<file path="config.mk">
export PLATFORM = sky130hd
export DESIGN_NAME = phy_tx_scheduler_flat
export DESIGN_NICKNAME = d
export VERILOG_FILES = /design/src/rtl/phy_tx_scheduler_if.sv /design/src/rtl/phy_tx_scheduler.sv /design/src/flat_wrapper.sv
export SDC_FILE = /design/constraint.sdc
export NUM_CORES = 1
export LEC_CHECK = 0
export ABC_AREA = 0
export BUFFER_PORTS_ARGS = -buffer_cell sky130_fd_sc_hd__buf_2
export CORE_MARGIN = 1
export CORE_UTILIZATION = 40
export CTS_BUF_LIST = sky130_fd_sc_hd__clkbuf_4
export CTS_CLUSTER_SIZE = 8
export DETAILED_ROUTE_END_ITERATION = 16
export PLACE_DENSITY_LB_ADDON = 0.3
export REMOVE_ABC_BUFFERS = 1
export SETUP_SLACK_MARGIN = 0.5
export SYNTH_ARGS = -nofsm -noshare
export SYNTH_HDL_FRONTEND = slang
export SYNTH_SLANG_ARGS = --single-unit
</file>
<file path="constraint.sdc">
create_clock -name clk_32f -period 2.71 [get_ports clk_32f]
set_input_delay 0.1355 -clock clk_32f [delete_from_list [all_inputs] [get_ports clk_32f]]
set_output_delay 0.1355 -clock clk_32f [all_outputs]
set_load 0.02 [all_outputs]
</file>
<file path="src/rtl/phy_tx_scheduler_if.sv">
// phy_tx_scheduler_if: per-source word handshake bundle
// between packet sources and the PHY transmit scheduler.
interface phy_tx_scheduler_if #(
  parameter int NUM_REQ = 4
);
  logic [NUM_REQ-1:0]    req_valid;
  logic [32*NUM_REQ-1:0] req_data;
  logic [NUM_REQ-1:0]    req_last;
  logic [NUM_REQ-1:0]    req_ready;

  modport master (
    output req_valid,
    output req_data,
    output req_last,
    input  req_ready
  );

  modport slave (
    input  req_valid,
    input  req_data,
    input  req_last,
    output req_ready
  );
endinterface

</file>
<file path="src/rtl/phy_tx_scheduler.sv">
// phy_tx_scheduler: COM preamble after reset, then round-robin
// packet arbitration with a burst cap onto the PHY word slot.
module phy_tx_scheduler #(
  parameter int          NUM_REQ     = 4,
  parameter int          SYNC_WORDS  = 4,
  parameter int          MAX_BURST   = 8,
  parameter int          WORD_CYCLES = 1,
  parameter logic [31:0] COM_WORD    = 32'hBCBCBCBC,
  parameter logic [31:0] IDLE_WORD   = 32'h7C7C7C7C
) (
  input  logic                       clk_32f,
  input  logic                       reset,
  phy_tx_scheduler_if.slave          req,
  output logic [31:0]                data_in,
  output logic                       valid_in,
  output logic                       link_up,
  output logic [$clog2(NUM_REQ)-1:0] grant_id
);
  localparam int IW  = $clog2(NUM_REQ);
  localparam int SLW = (WORD_CYCLES > 1) ? $clog2(WORD_CYCLES) : 1;
  localparam int SYW = (SYNC_WORDS > 1) ? $clog2(SYNC_WORDS) : 1;
  localparam int BW  = $clog2(MAX_BURST + 1);

  typedef enum logic {
    SYNC,
    ACTIVE
  } state_t;

  state_t         state;
  state_t         state_nx;
  logic [SLW-1:0] slot_cnt;
  logic [SYW-1:0] sync_cnt;
  logic [BW-1:0]  burst_cnt;
  logic [IW-1:0]  rr_ptr;
  logic           granted;

  logic           slot_tick;
  logic           sync_done;
  logic           found;
  logic [IW:0]    cand;
  logic [IW-1:0]  win_id;
  logic [IW-1:0]  sel_id;
  logic [IW-1:0]  nxt_ptr;
  logic           sel_ok;
  logic           sel_last;
  logic [31:0]    sel_data;
  logic           accept;
  logic           rel;

  assign slot_tick = slot_cnt == SLW'(WORD_CYCLES - 1);
  assign sync_done = slot_tick
                  && (sync_cnt == SYW'(SYNC_WORDS - 1));

  // Scan from the far end so the closest valid source to rr_ptr wins.
  always_comb begin
    found  = 1'b0;
    win_id = '0;
    cand   = '0;
    for (int k = NUM_REQ - 1; k >= 0; k--) begin
      cand = {1'b0, rr_ptr} + (IW+1)'(k);
      if (cand >= (IW+1)'(NUM_REQ))
        cand = cand - (IW+1)'(NUM_REQ);
      if (req.req_valid[cand[IW-1:0]]) begin
        found  = 1'b1;
        win_id = cand[IW-1:0];
      end
    end
  end

  assign sel_id = granted ? grant_id : win_id;
  assign sel_ok = granted ? req.req_valid[grant_id] : found;
  assign accept = reset && (state == ACTIVE)
               && slot_tick && sel_ok;

  always_comb begin
    sel_data = '0;
    sel_last = 1'b0;
    for (int i = 0; i < NUM_REQ; i++) begin
      if (IW'(i) == sel_id) begin
        sel_data = req.req_data[32*i +: 32];
        sel_last = req.req_last[i];
      end
    end
  end

  always_comb begin
    req.req_ready         = '0;
    req.req_ready[sel_id] = accept;
  end

  assign rel = sel_last
            || (burst_cnt == BW'(MAX_BURST - 1));
  assign nxt_ptr = (sel_id == IW'(NUM_REQ - 1))
                 ? '0 : sel_id + 1'b1;

  always_comb begin
    state_nx = state;
    case (state)
      SYNC:    if (sync_done) state_nx = ACTIVE;
      ACTIVE:  state_nx = ACTIVE;
    endcase
  end

  always_ff @(posedge clk_32f or negedge reset) begin
    if (!reset) state <= SYNC;
    else        state <= state_nx;
  end

  always_ff @(posedge clk_32f or negedge reset) begin
    if (!reset) begin
      slot_cnt  <= '0;
      sync_cnt  <= '0;
      burst_cnt <= '0;
      rr_ptr    <= '0;
      granted   <= 1'b0;
      grant_id  <= '0;
      data_in   <= '0;
      valid_in  <= 1'b0;
      link_up   <= 1'b0;
    end else begin
      slot_cnt <= slot_tick ? '0 : slot_cnt + 1'b1;
      if (slot_tick) begin
        case (state)
          SYNC: begin
            data_in  <= COM_WORD;
            valid_in <= 1'b0;
            sync_cnt <= sync_cnt + 1'b1;
            if (sync_done) link_up <= 1'b1;
          end
          ACTIVE: begin
            if (accept) begin
              data_in  <= sel_data;
              valid_in <= 1'b1;
              grant_id <= sel_id;
              if (rel) begin
                granted   <= 1'b0;
                burst_cnt <= '0;
                rr_ptr    <= nxt_ptr;
              end else begin
                granted   <= 1'b1;
                burst_cnt <= burst_cnt + 1'b1;
              end
            end else begin
              data_in  <= IDLE_WORD;
              valid_in <= 1'b0;
            end
          end
        endcase
      end
    end
  end
endmodule
</file>
<file path="src/flat_wrapper.sv">
// flat-port wrapper written by rule: the top's interface ports become plain ports
module phy_tx_scheduler_flat 
#(
  parameter int          NUM_REQ     = 4,
  parameter int          SYNC_WORDS  = 4,
  parameter int          MAX_BURST   = 8,
  parameter int          WORD_CYCLES = 1,
  parameter logic [31:0] COM_WORD    = 32'hBCBCBCBC,
  parameter logic [31:0] IDLE_WORD   = 32'h7C7C7C7C
)
  (clk_32f, reset, data_in, valid_in, link_up, grant_id, req_req_valid, req_req_data, req_req_last, req_req_ready);
  phy_tx_scheduler_if #(.NUM_REQ(NUM_REQ)) req_i ();
  input  logic clk_32f;
  input  logic reset;
  output logic [31:0] data_in;
  output logic valid_in;
  output logic link_up;
  output logic [$clog2(NUM_REQ)-1:0] grant_id;
  input wire logic [$bits(req_i.req_valid)-1:0] req_req_valid;
  input wire logic [$bits(req_i.req_data)-1:0] req_req_data;
  input wire logic [$bits(req_i.req_last)-1:0] req_req_last;
  output wire logic [$bits(req_i.req_ready)-1:0] req_req_ready;
  assign req_i.req_valid = req_req_valid;
  assign req_i.req_data = req_req_data;
  assign req_i.req_last = req_req_last;
  assign req_req_ready = req_i.req_ready;
  phy_tx_scheduler #(.NUM_REQ(NUM_REQ), .SYNC_WORDS(SYNC_WORDS), .MAX_BURST(MAX_BURST), .WORD_CYCLES(WORD_CYCLES), .COM_WORD(COM_WORD), .IDLE_WORD(IDLE_WORD)) u_core (.clk_32f(clk_32f), .reset(reset), .req(req_i), .data_in(data_in), .valid_in(valid_in), .link_up(link_up), .grant_id(grant_id));
endmodule
</file>
==> flow_summary.yaml <==
timing:
  max_freq_ghz: 0.378
  worst_pin_slew_ns: 0.589
  finalSetupViolations: 0
  hold_violations: 0
  relSlewSlack_pct: 60.8
  rsz0062_at_grt: "true"
  fin_ws_ns: 0.0674
  post-route-min-period_ns: 2.64
  layout_worst_path_cycle_share_pct: 97.5
  slew_violations: 0
  fin_skew_ns: 0.0265
finish:
  drive_above_1_share_pct: 54.0
  nNetsFinal: 708
  stdcell_area_sq_um: 5010
  area_delta_synth_final_pct: 72.3
  n_antenna_cell: 0
  fin_util_pct: 72.6
  fillers: 553
worst_setup_path:
  cp_top_family: "compound AO/OA/AOI/OAI gates"
  max_stage_delay_ns: 0.48
  end_kind: "flop"
  critical-path-slowest-cell: "dfrtp_2"
  cp.depth: 12
  crit_chain: "nand2b_4 > a21oi_2 > a311oi_2 > mux2i_2 > inv_2 > ha_4 > a211oi_2 > a211oi_2 > buf_4 > buf_4 > nor4b_1 > a21o_1"
  worstPathRequired_ns: 3.02
  crit_arrival_ns: 2.96
  cp.buffers_inverters: 3
  r2r_slack_ns: 0.07
  ff2ff_path_depth: 12
  critical_path_class: "reg -> reg"
  cp-start-kind: "flop"
  cp_max_fo: 6
min_path:
  min_path_type: "in -> reg"
  hold_depth: 3
clocking:
  clockBufferDepth: 2
  worstSkewPairLatency_ns: 0.36
  htreeDepth: 2
  clkTransAtPathRegs_ns: 0.15
  cts_tree: "yes"
  root_buffer: "clkbuf_4"
  cts_buffers: 5
  clkSinkCount: 46
placement:
  numPortBuffers: 177
  pre_cts_ws_ns: 0.0542
  routabilityCongestion: 0.790
  place_hpwl_um: 6330
  placed_cell_area_sq_um: 3870
logic_synthesis:
  syn_inst: 343
  yosys_warnings: 0
  async_flop_share_pct: 100
  synth_top_area_share_pct: 39.6
  synth.area.top_cells: "dfrtp_1 (40%), a21oi_1 (9.8%), nand2_1 (6.1%), nand3b_1 (4.4%), o211ai_1 (4.1%)"
  synth_top_cell_by_area: "dfrtp_1"
  ys_ff_latch: 46
  synth-seq-area-share_pct: 39.6
  synth_edf_count: 0
  syn_avg_cell_area_sq_um: 8.48
  synth_most_common_cell: "a21oi_1"
  yosys-top-cells-count: "a21oi_1 (57), nand2_1 (47), dfrtp_1 (46)"
  synthFlopType: "dfrtp_1"
  yosysUniqueCellTypes: 43
  syn_area_sq_um: 2910
grt:
  antenna_found_initial: 0
  grt_pass1_wl_um: 15500
  grt_max_degree: 47
  overflow: 0
  grt_use_total_pct: 26.5
  grt_pass1_vias: 3293
pwr:
  power_density_nw_per_um2: 1350
  p_leak_nw: 2.35
  p_total_mw: 6.76
  ir_drop_mv: 0.592
drt:
  drtPass1Iterations: 5
  route.detailed.drc: 0
  drt_iter0_drc: 180
  via_count: 3500
  routedWlPerCell_um: 17.3
  antenna_left: 0
  totalWireLength_um: 11500
  viasPerCell: 5.30
floorplan:
  core_sq_um: 6910
  die_area_sq_um: 7620
  chipWidth_um: 87.3
  initial_core_util_pct: 42.1
  io_pins: 178
  num_rows: 30
  dieHeight_um: 87.3
run_status:
  outcome: "finished, final reports clean"
flow_run:
  cap_violations: 0
## final cells by class
class,count,area (sq um),area share [%]
Clock buffer,5,37.5,0.749
Sequential cell,46,1150,23.0
Multi-Input combinational cell,252,1810,36.1
Clock inverter,3,63.8,1.27
Timing Repair Buffer,246,1760,35.2
Inverter,13,61.3,1.22
Tap cell,96,120,2.40
## per-stage QoR
stage	TNS [ns]	hold WS, ns	std cells
floorplan	-13.13	-0.160	311
global placement	0	0.308	596
finish	0	0.0217	661
CTS	0	0.000352	636
global route	0	0.0115	661
detailed placement	0	0.320	596
## state kept, by name, summed over array words and instances, names as in the netlist
signal and cells:
u_core.sync_cnt 2, u_core.data_in 32, u_core.state 1, u_core.granted 1, u_core.grant_id 2, u_core.rr_ptr 2, u_core.link_up 1, u_core.valid_in 1
u_core.burst_cnt 4
## per-layer routing
| metal | vias to the layer above | part of all wire [%] | GRT usage, % |
|---|---|---|---|
| met5 | - | 0 | 0 |
| met4 | 0 | 1.5 | 7.60 |
| met3 | 20 | 6.5 | 7.39 |
| met2 | 141 | 52 | 48.4 |
| met1 | 1683 | 40 | 30.0 |
| li1 | 1656 | - | - |
## cells in the final DEF, fill, tap and decap left out, drive strengths merged, types with 6 or more instances in the layout
master and n:
nand2 48, a21oi 57, a221oi 12, mux2 7, nor2 15, o21ai 16
dlygate4sd3 15, clkbuf 9, o211ai 16, buf 225, nand3b 17, dfrtp 46
ha 6, nor2b 18, nor3 8, inv 12
## worst min-delay path: cells and delay by family
family	cells	cell delay (ns)
compound gates	1	0.05
buf+inv	1	0.08
simple gates	1	0.07
## logic make-up (layout without fill, tap and decap cells)
| family | Yosys count | in the layout | share of synthesized area (%) |
|---|---|---|---|
| buf+inv | 45 | 267 | 7.01 |
| flops | 46 | 46 | 39.6 |
| xor+xnor | 1 | 1 | 0.301 |
| compound gates | 115 | 115 | 25.2 |
| fa+ha+maj | 6 | 6 | 2.58 |
| mux | 10 | 10 | 3.74 |
| simple gates | 120 | 120 | 21.6 |
## power by group
group	leakage [nW]	internal (mW)	switching [mW]
sequential	0.535	0.925	0.130
clock	0.0528	0.284	0.221
combinational	1.76	2.59	2.61
total	2.35	3.80	2.96
## path summary, 6_finish.rpt
| path | start | endpoint |
|---|---|---|
| max | u_core.rr_ptr[1] | u_core.burst_cnt[2] |
| min | req_req_data[121] | u_core.data_in[25] |
| max reg2reg | u_core.rr_ptr[1] | u_core.burst_cnt[2] |
| min reg2reg | u_core.sync_cnt[0] | u_core.sync_cnt[0] |
| max in group asynchronous | reset | u_core.grant_id[0] |
| min in group asynchronous | reset | u_core.data_in[20] |
## repair_timing
item,in CTS,in global routing
setup endpoints to repair,43,43
resized for setup,51,48
endpoints found under the hold margin,60,0
hold buffers,15,0
pin swaps,22,38
cloned,4,5
setup buffers,13,20
Note: power is estimated with default switching activity, not from simulation.
